[src/rtl/shift_counter_pkg.sv]
// Shared constants and helpers for the shift_counter phase sequencer.
// Mode/direction encodings and the per-mode home pattern.
package shift_counter_pkg;

  localparam logic MODE_RING    = 1'b0;
  localparam logic MODE_JOHNSON = 1'b1;
  localparam logic DIR_UP       = 1'b0;
  localparam logic DIR_DOWN     = 1'b1;

  // Ring starts one-hot at bit 0; Johnson starts all-clear.
  function automatic logic [31:0] home_pattern(input logic mode, input int unsigned width);
    return (mode == MODE_RING && width != 0) ? 32'd1 : 32'd0;
  endfunction

endpackage

[src/rtl/shift_counter_legal_chk.sv]
// Combinational legality check of a counter state for the selected mode.
// Ring: exactly one bit set. Johnson: at most one non-circular adjacent-bit transition.
module shift_counter_legal_chk
  import shift_counter_pkg::*;
#(
  parameter int WIDTH = 4
) (
  input  logic [WIDTH-1:0] dout,
  input  logic             mode,
  output logic             legal
);

  logic [5:0] ones;
  logic [5:0] trans;

  always_comb begin
    ones  = '0;
    trans = '0;
    for (int i = 0; i < WIDTH; i++) begin
      ones = ones + {5'd0, dout[i]};
    end
    for (int i = 0; i < WIDTH - 1; i++) begin
      trans = trans + {5'd0, dout[i] ^ dout[i+1]};
    end
    legal = (mode == MODE_RING) ? (ones == 6'd1) : (trans <= 6'd1);
  end

endmodule

[src/rtl/shift_counter.sv]
// Run-time selectable ring / Johnson shift counter with load, enable,
// wrap pulse and self-correction of illegal states.
module shift_counter
  import shift_counter_pkg::*;
#(
  parameter int WIDTH = 4
) (
  input  logic             clk,
  input  logic             rst,
  input  logic             en,
  input  logic             mode,
  input  logic             dir,
  input  logic             load,
  input  logic [WIDTH-1:0] load_val,
  output logic [WIDTH-1:0] dout,
  output logic             tc,
  output logic             err
);

  logic [WIDTH-1:0] dout_q;
  logic [WIDTH-1:0] shift_d;
  logic [WIDTH-1:0] home;
  logic             tc_q;
  logic             err_q;
  logic             legal;

  assign home = WIDTH'(home_pattern(mode, WIDTH));

  shift_counter_legal_chk #(.WIDTH(WIDTH)) u_legal_chk (
    .dout  (dout_q),
    .mode  (mode),
    .legal (legal)
  );

  // Johnson differs from ring only by inverting the bit fed back around.
  always_comb begin
    shift_d = dout_q;
    if (dir == DIR_UP) begin
      shift_d = {dout_q[WIDTH-2:0], dout_q[WIDTH-1] ^ (mode == MODE_JOHNSON)};
    end else begin
      shift_d = {dout_q[0] ^ (mode == MODE_JOHNSON), dout_q[WIDTH-1:1]};
    end
  end

  always_ff @(posedge clk) begin
    if (rst) begin
      dout_q <= home;
      tc_q   <= 1'b0;
      err_q  <= 1'b0;
    end else if (load) begin
      dout_q <= load_val;
      tc_q   <= 1'b0;
      err_q  <= 1'b0;
    end else if (en) begin
      if (!legal) begin
        dout_q <= home;
        tc_q   <= 1'b0;
        err_q  <= 1'b1;
      end else begin
        dout_q <= shift_d;
        tc_q   <= (shift_d == home);
        err_q  <= 1'b0;
      end
    end else begin
      tc_q  <= 1'b0;
      err_q <= 1'b0;
    end
  end

  assign dout = dout_q;
  assign tc   = tc_q;
  assign err  = err_q;

endmodule

[config.mk]
export PLATFORM = sky130hd
export DESIGN_NAME = shift_counter
export DESIGN_NICKNAME = d
export VERILOG_FILES = /design/src/rtl/shift_counter_pkg.sv /design/src/rtl/shift_counter_legal_chk.sv /design/src/rtl/shift_counter.sv
export SDC_FILE = /design/constraint.sdc
export NUM_CORES = 1
export LEC_CHECK = 0
export BUFFER_PORTS_ARGS = -buffer_cell sky130_fd_sc_hd__buf_2
export CAP_MARGIN = 20
export CORE_AREA = 2 2 39 41
export CTS_CLUSTER_DIAMETER = 120
export CTS_CLUSTER_SIZE = 30
export DETAILED_ROUTE_END_ITERATION = 8
export DIE_AREA = 0 0 41 43
export REMOVE_ABC_BUFFERS = 1
export SLEW_MARGIN = 20
export SYNTH_ARGS = -nofsm -noshare
export SYNTH_HDL_FRONTEND = slang
export SYNTH_SLANG_ARGS = --single-unit
[constraint.sdc]
create_clock -name clk -period 4.6 [get_ports clk]
set_clock_uncertainty 0.2 [all_clocks]
set_input_delay 0.23 -clock clk [delete_from_list [all_inputs] [get_ports clk]]
set_output_delay 0.23 -clock clk [all_outputs]
set_load 0.02 [all_outputs]
After elaboration in Yosys (flattened, before gate mapping)
Index checks and enable logic that the tools add are counted.

Register bits after elaboration: 6. Bits of input ports: 10. Output and inout bits: 6. Word-level logic and storage cells: 29.

$add $sub $neg: 5. Order comparisons: 1. Equal/unequal tests: 2. Mux-type cells: 8. Bitwise operators: 7. Reduce and logical (&&, ||, !) cells: 3.

Operators with widths (count): $mux W4 (5); $add A6 B1 Y6 (3); $eq A6 B1 Y1 const B (1); $le A6 B1 Y1 const B (1); $xor A1 B1 Y1 (5); $add A1 B1 Y2 (2); $eq A4 B1 Y1 (1); $reduce_or A4 Y1 (1); $mux W1 (3); $reduce_bool A3 Y1 (1); $reduce_or A3 Y1 (1); $not A1 Y1 (2).

Logic depth before layout (Yosys ltp)
Gate-level depths: netlist of the first run.

Word-level depth: 9. Gate-level depth with buffers: 7. Depth with buffers taken out: 7.

Hierarchy
A second synthesis of the first run with hierarchy kept.

Cells, all modules: 51. Area total of the unflattened synthesis: 503.0 µm².

By module, submodules not included: shift_counter (times used 1, cells each 35, area an instance 365.4 µm², sequential area each 160.2 µm²); shift_counter_legal_chk (times used 1, cells each 16, area an instance 137.6 µm², sequential area each 0.0 µm²).

Least setup slack after synthesis of the first run
OpenSTA, ideal clock, no wires.

Path kind: reg-to-reg. From: register dout_q[1] (netlist: dout[1]). To: register dout_q[3] (netlist: dout[3]) (data pin). Setup time: 0.180 ns. Arrival time: 2.291 ns. Required time: 4.220 ns. Path slack: 1.929 ns. Stages on the path, launching flop included: 7. Path buffers: 0. Period minus slack after synthesis: 2.671 ns. Cells stage by stage: edfxtp_1 -> ha_1 -> fa_1 -> ha_1 -> nor4b_4 -> nor2_2 -> o41ai_2.

Longest elaborated chain between the ends: 9. Elaborated cells on any way between the ends: 14. Classes of those cells: add/sub: 5; order compare: 1; eq/ne: 1; mux: 5; bitwise: 2.

RTL lines: start, declared (RTL line shift_counter.sv:20) `logic [WIDTH-1:0] dout_q;`; start signal, assigned (RTL line shift_counter.sv:47) `dout_q <= home;`; start signal, assigned (RTL line shift_counter.sv:51) `dout_q <= load_val;`; start signal, assigned (RTL line shift_counter.sv:56) `dout_q <= home;`; $add A1 B1 Y2 / $xor A1 B1 Y1 (equally long branches) (RTL line shift_counter_legal_chk.sv:20, shift_counter_legal_chk.sv:23); $add A6 B1 Y6 / $add A1 B1 Y2 (equally long branches) (RTL line shift_counter_legal_chk.sv:20, shift_counter_legal_chk.sv:23); $add A6 B1 Y6, on equally long branches (RTL line shift_counter_legal_chk.sv:20, shift_counter_legal_chk.sv:23); $eq A6 B1 Y1 / $le A6 B1 Y1 (equally long branches) (RTL line shift_counter_legal_chk.sv:25) `legal = (mode == MODE_RING) ? (ones == 6'd1) : (trans <= 6'd1);`; $mux W1 (*) (RTL line shift_counter_legal_chk.sv:25); $mux W4 (*) (RTL line shift_counter.sv:55) `if (!legal) begin`; $mux W4 (*) (RTL line shift_counter.sv:54) `end else if (en) begin`; $mux W4 (*) (RTL line shift_counter.sv:50) `end else if (load) begin`; $mux W4 (*) (RTL line shift_counter.sv:46) `if (rst) begin`.

Mark *: on every way between the ends. The rest lies on a longest branch, timed or not. The select of a mux whose other input is x is not followed. A chain may end at the register's enable or synchronous reset.

Worst setup path in the final report of the first run
Ends and elaborated chain as after synthesis.

==> run metrics, run 1 <==
Clock transition at path regs 0.05 ns; top cells by area, synth edfxtp_1 22%, ha_1 9.4%, xor2_1 8.2%, dfxtp_1 7.5%, nor4b_4 4.4%; DR top layer met4; Netlist cell types 28; TritonCTS buffer count 3; worst-path maximum fanout 7; status completed; min Tclk post-route 2.708 ns; routed len/inst 12.74 um; worst slack at placement 1.904 ns; Rows 14; DRC viols 0; I/O pins 16; dominant cell by count in the synthesized netlist xor2_1; max_slew headroom 0.7504; drt via density 5.232; Max clock buf depth 2; Post-synth ARST share 0; CTS tree built; wire length on met1 460 um; mean post-synth cell area 10.69 um^2; static leakage 0.2995 nW; Commonest cells post-synth 5 x xor2_1, 4 x edfxtp_1, 4 x ha_1; most numerous cell on the critical path ha_1; initial core utilization 0.3861; Critical-path top delay cell edfxtp_1; grt total ovfl 0; Post-CTS Setup Inserts 0; Final Core Density 0.4602; part of the cycle the worst path needs 0.5887; CP Launch Type flip-flop; Synth Cell Area 534.3 um^2; placed cell area 610.6 um^2; HPWL after DPL 825 um; PortBufs 15; Final Net Count 82; clock power share 0.256; crit end category flip-flop; P_int 137.0 uW; pin slew with the least headroom to its limit 0.3728 ns; final setup vio count 0; DR WL met2 477 um; Post-Syn Instances 50; fraction of layout cells with a size suffix above 1 0.3788; fillcell total 146; Peak Freq 369.3 MHz; Final Wtd Congestion 0.7552; first-pass GRT wire length 1821 um; area of the core 0.001384 mm^2; final wirelength 1045 um; Critical Path RT 4.47 ns; sequence of cells on the critical path ha_1, fa_1, ha_1, nor4b_4, nor2_2, o41ai_2; minimum hold slack 0.07779 ns; area delta synth->final 19.20%; Pwr Density 333.7 mW/mm^2; post-CTS resize count 0; Synth area leader edfxtp_1; ys flop type edfxtp_1; final setup margin 1.892 ns; Finished Cell Area 636.9 um^2; Crit Path Category flip-flop to flip-flop; Initial DRC Count 9; Clock Latency Late Sink 0.26 ns; VDD IR max 0.1322 mV; Switching Share 0.3555; via count of the first global-routing pass 391; antenna viol nets, final 0; Setup TNS 0 ns; die width 41 um; number of synthesized register bits 6; Hold Buf Count CTS 0; Die Ht 43 um; GRT Total Usage 0.1626; crit-path max cell delay 0.50 ns; die area 0.001763 mm^2; EDFF count, synth 4; CTS Root Cell clkbuf_4; fin cells 82; initial antenna violation count 0; # H-tree levels 1; Worst EP arrival 2.57 ns; Seq/Total Area, Yosys 0.2998; final slew viol count 0; worst min path class input port to flip-flop; sw power 75.56 uW; RSZ-0062 raised after global routing false; Combinational Power Share 0.402; area of the multi-input gates 351.6 um^2; Ant. Diodes 0; met3 wire len 77 um; Yosys warnings 0; largest net degree at the start of global routing 10; Seq pwr share 0.342; Synth top area share 0.2248; count of final hold-check violations 0; MaxCap Viol Count 0; Pre-antenna DRT Iters 4; # clock sinks 6; total power 212.5 uW; register area 160.2 um^2; vias 429; Post-Place Cells 78
worst max-delay path: cells and delay by family, from the launching register on:
kind | cells | cell delay (ns)
adder cells (fa/ha/maj) | 3 | 1.06
AND/OR/NAND/NOR | 2 | 0.49
AO/OA/AOI/OAI | 1 | 0.26
flip-flops | 1 | 0.50
power by group through the flow:
| stage | combinational (mW) | sequential (mW) | clock [mW] |
|---|---|---|---|
| global route | 0.0979 | 0.0739 | 0.0606 |
| CTS | 0.0870 | 0.0731 | 0.0564 |
| global placement | 0.0855 | 0.0735 | 0 |
| detailed placement | 0.0864 | 0.0741 | 0 |
| floorplan | 0.0571 | 0.0785 | 0 |
| finish | 0.0855 | 0.0727 | 0.0543 |
flip-flops by register name, indices dropped and copies added, names as in the netlist:
name,flops
tc,1
err,1
dout,4
placed cells by master, fill, tap and decap left out:
master and count:
buf_2 15, xor2_1 5, ha_1 4, edfxtp_1 4, nor2_1 3, a21oi_1 3
o211ai_1 3, nand2_1 3, clkbuf_4 3, mux2i_1 2, mux2_2 2, dfxtp_1 2
and2_1 1, nor4b_4 1, nor3b_2 1, o21ai_0 1, a211o_1 1, a21o_1 1
or3_1 1, nor2_2 1, nand3b_1 1, o41ai_2 1, inv_1 1, nor4b_1 1
a31oi_1 1, nor4b_2 1, nor3_1 1, fa_1 1, clkbuf_1 1
cells by family after synthesis:
group / synth area share
simple gates: 0.2131
compound gates: 0.1522
flops: 0.2998
xor+xnor: 0.08196
fa+ha+maj: 0.1312
buf+inv: 0.04215
mux: 0.07962
final timing paths:
check | end | slack [ns] | depth (start not counted) | startpoint
max | dout[3] | 1.89 | 6 | dout[1]
min | tc | 0.08 | 3 | en
max reg2reg | dout[3] | 1.89 | 6 | dout[1]
min reg2reg | tc | 0.67 | 3 | dout[0]
routing by layer:
metal  vias to the layer above  global-route usage
met1                       188              0.2066
met3                         4             0.07853
met5                         -                   0
met4                         0             0.08000
met2                        18              0.2219
li1                        219                   -
area by class of cell:
type                       count  area share
multi-input combinational     40      0.5521
inverter                       1    0.005894
timing repair buffer          15      0.1179
sequential                     6      0.2515
tap                           16     0.03143
clock buffer                   4     0.04126
Power figures use the tool's default switching activity.
==> inputs of run 2 (changes only) <==
==> constraint.sdc (replaced) <==
create_clock -name clk -period 2.6 [get_ports clk]
set_clock_uncertainty 0.2 [all_clocks]
set_input_delay 0.13 -clock clk [delete_from_list [all_inputs] [get_ports clk]]
set_output_delay 0.13 -clock clk [all_outputs]
set_load 0.02 [all_outputs]
==> run metrics, run 2 (synthesis results as in run 1) <==
final setup margin 0.1494 ns; drt via density 5.322; Pwr Density 558.0 mW/mm^2; MaxCap Viol Count 0; Pre-antenna DRT Iters 4; CTS Root Cell clkbuf_4; commonest non-fill, non-tap cell in the layout buf_2; GRT Total Usage 0.1599; min Tclk post-route 2.451 ns; setup slack, reg-to-reg 0.15 ns; PortBufs 15; minimum hold slack 0.04763 ns; Final Net Count 91; Peak Freq 408.1 MHz; routed len/inst 12.60 um; # H-tree levels 1; fraction of layout cells with a size suffix above 1 0.4459; CP Launch Type flip-flop; final wirelength 1134 um; antenna viol nets, final 0; pin slew with the least headroom to its limit 0.2689 ns; grt total ovfl 0; max reg flops 4; final setup vio count 0; largest net degree at the start of global routing 10; count of final hold-check violations 0; worst min path class input port to flip-flop; worst-path maximum fanout 3; Final Wtd Congestion 0.7587; RSZ-0062 raised after global routing false; Worst EP arrival 2.31 ns; via count of the first global-routing pass 463; Die Ht 43 um; TritonCTS buffer count 3; area delta synth->final 34.43%; max_slew headroom 0.8156; status completed; final slew viol count 0; most frequent cells in the layout 15 x buf_2, 7 x buf_4, 5 x xor2_1; DRC viols 0; Clock Latency Late Sink 0.24 ns; Critical-path top delay cell edfxtp_1; worst slack at placement 0.05949 ns; Critical Path RT 2.46 ns; area of the core 0.001384 mm^2; CTS tree built; Ant. Diodes 0; Clock transition at path regs 0.04 ns; die width 41 um; vias 479; crit-path max cell delay 0.39 ns; Rows 14; part of the cycle the worst path needs 0.9425; # clock sinks 6; initial antenna violation count 0; die area 0.001763 mm^2; sequence of cells on the critical path ha_1, ha_1, and2_1, ha_1, nor3b_2, nor2_2, o41ai_2; Initial DRC Count 8; I/O pins 16; first-pass GRT wire length 1876 um; VDD IR max 0.2312 mV; Crit Path Category flip-flop to flip-flop; initial core utilization 0.3861; most numerous cell on the critical path ha_1; crit end category flip-flop; Max clock buf depth 2; static leakage 0.3405 nW
## run 2: worst max-delay path, delay by kind of cell, from the launching register on
kind / cells / cell delay, ns
adder cells (fa/ha/maj): 3 / 0.91
AND/OR/NAND/NOR: 3 / 0.51
flip-flops: 1 / 0.39
AO/OA/AOI/OAI: 1 / 0.26
## run 2: cell type report
cell class                      instances  area [um^2]
Timing Repair Buffer                   24        147.6
Multi-Input combinational cell         40        364.1
Fill cell                             138        665.6
Tap cell                               16        20.02
Sequential cell                         6        160.2
Clock buffer                            3        22.52
Inverter                                1        3.754
## run 2: power by group
group	switching, mW	internal [mW]	total, mW	leakage (nW)
combinational	0.0965	0.0990	0.195	0.266
sequential	0.00850	0.113	0.122	0.0605
clock	0.0315	0.0521	0.0835	0.0138
## run 2: routing by layer
metal  wire length, um  GRT usage  vias up  share of wire
met4                 0    0.06000        0              0
li1                  -          -      236              -
met5                 0          0        -              0
met1               475     0.1848      225           0.42
met3                56    0.04712        0          0.049
met2               603     0.2625       18           0.53
## run 2: final timing paths
path,start,end,depth (start not counted)
worst max-delay path,dout[0],dout[3],7
worst min register to register,dout[0],tc,4
worst max register to register,dout[0],dout[3],7
worst min-delay path,load_val[2],dout[2],3
## run 2: through the flow
stage	instances	power [mW]	area, um^2	setup TNS, ns	utilization
detailed placement	84	0.3059	655.6	0	0.4738
global route	90	0.4334	718.2	0	0.5190
floorplan	47	0.2399	515.5	-0.07120	-
finish	90	0.4007	718.2	0	0.5190
CTS	89	0.3939	698.2	0	0.5045
global placement	84	0.3048	655.6	0	0.4738
## run 2: what timing repair did
| action | in CTS | in global routing |
|---|---|---|
| buffers inserted | 0 | 1 |
| endpoints found under the setup margin | 0 | 3 |
| gates resized for setup | 0 | 1 |
| endpoints found under the hold margin | 3 | 0 |
| hold buffers | 2 | 0 |
==> inputs of run 3 (changes only) <==
==> constraint.sdc (replaced) <==
create_clock -name clk -period 2.5 [get_ports clk]
set_clock_uncertainty 0.2 [all_clocks]
set_input_delay 0.125 -clock clk [delete_from_list [all_inputs] [get_ports clk]]
set_output_delay 0.125 -clock clk [all_outputs]
set_load 0.02 [all_outputs]
==> run metrics, run 3 (synthesis results as in run 1) <==
status completed; final setup vio count 0; vias 487; commonest non-fill, non-tap cell in the layout buf_2; largest net degree at the start of global routing 10; worst min path class input port to flip-flop; # H-tree levels 1; drt via density 5.352; Clock transition at path regs 0.05 ns; die area 0.001763 mm^2; RSZ-0062 raised after global routing true; Reg2Reg Launch Point dout[0]; max_slew headroom 0.8118; Max clock buf depth 2; die width 41 um; Final Core Density 0.5461; GRT Total Usage 0.1538; count of final hold-check violations 0; initial core utilization 0.3861; Initial DRC Count 18; area delta synth->final 41.45%; placed cell area 655.6 um^2; most frequent cells in the layout 15 x buf_2, 7 x buf_4, 5 x xor2_1; Ant. Diodes 0; DR WL met2 597 um; Peak Freq 414.3 MHz; static leakage 0.3390 nW; min Tclk post-route 2.414 ns; Crit Path Category flip-flop to flip-flop; via count of the first global-routing pass 418; register area 160.2 um^2; Cells on Worst Hold Path 3; MaxCap Viol Count 0; grt total ovfl 0; Final Wtd Congestion 0.7525; CTS Root Cell clkbuf_4; Die Ht 43 um; Rows 14; # clock sinks 6; VDD IR max 0.2402 mV; fillcell total 131; Worst EP arrival 2.32 ns; Pre-antenna DRT Iters 4; crit end category flip-flop; initial antenna violation count 0; wire length on met1 491 um; antenna viol nets, final 0; met3 wire len 70 um; area of the core 0.001384 mm^2; part of the cycle the worst path needs 0.9654; total power 457.2 uW; CTS tree built; hold_sp load_val[2]; HPWL after DPL 900.2 um; first-pass GRT wire length 1759 um; TritonCTS buffer count 3; fraction of layout cells with a size suffix above 1 0.4800; CP Launch Point dout[0]; area of the multi-input gates 397.9 um^2; I/O pins 16; Pwr Density 605.0 mW/mm^2; final slew viol count 0; Finished Cell Area 755.7 um^2; PortBufs 15; pin slew with the least headroom to its limit 0.2745 ns; R2R depth 7; Clock Latency Late Sink 0.25 ns; DR top layer met3; routed len/inst 12.74 um; Critical Path RT 2.40 ns; DRC viols 0; CP Launch Type flip-flop; Final Net Count 91; max reg flops 4; final wirelength 1159 um; worst-path maximum fanout 3
run 3: cell types whose count changed in the layout (fill, tap and decap cells not counted):
| cell | before | now |
|---|---|---|
| ha_4 | 1 | 3 |
| nor3b_4 | 0 | 1 |
| clkbuf_1 | 0 | 1 |
| ha_1 | 3 | 1 |
| fa_1 | 1 | 0 |
| fa_2 | 0 | 1 |
| nor3b_2 | 1 | 0 |
run 3: what timing repair did:
action	in CTS	in global routing
pin swaps	2	5
resized for setup	0	5
setup buffers	0	1
endpoints found under the setup margin	4	5
hold endpoints to repair	3	0
hold buffers	2	0
run 3: metrics by stage:
step           worst slack (ns)   TNS (ns)  cells  hold slack, ns
3_3_place_gp          -0.002336  -0.002336     84          0.2366
6_report                0.08641          0     91         0.02251
3_5_place_dp          -0.009086   -0.01750     84          0.2360
5_1_grt                -0.02509   -0.02509     91         0.05754
4_1_cts                0.007820          0     90         0.03203
2_1_floorplan           -0.1712    -0.4154     47         0.08750
run 3: where the power goes:
| part | internal, mW | total [mW] | switching (mW) | leakage, nW |
|---|---|---|---|---|
| registers | 0.118 | 0.128 | 0.0107 | 0.0605 |
| logic | 0.123 | 0.233 | 0.110 | 0.264 |
| clock network | 0.0605 | 0.0960 | 0.0355 | 0.0150 |
| total | 0.301 | 0.457 | 0.156 | 0.339 |
run 3: final cells by class:
cell class,instances,share of cell area
clock buffer,4,0.03477
timing repair buffer,24,0.1954
multi-input combinational,40,0.5265
inverter,1,0.004967
sequential,6,0.2119
tap,16,0.02649
run 3: worst max-delay path, stage by stage, from the launching register on:
cell and delay, ns:
edfxtp_1 0.43, ha_4 0.28, fa_2 0.37, ha_4 0.23
nor4b_4 0.33, buf_4 0.17, o211ai_1 0.10, a21oi_1 0.15
run 3: path summary, 6_finish.rpt:
path / slack, ns / endpoint
setup / recovery: 0.09 / dout[2]
hold reg to reg: 0.64 / tc
hold / removal: 0.02 / dout[2]
setup reg to reg: 0.09 / dout[2]
run 3: routing by layer:
layer,track usage,vias up
met3,0.03141,0
li1,-,238
met2,0.2313,19
met1,0.1980,230
met5,0,-
met4,0.08000,0
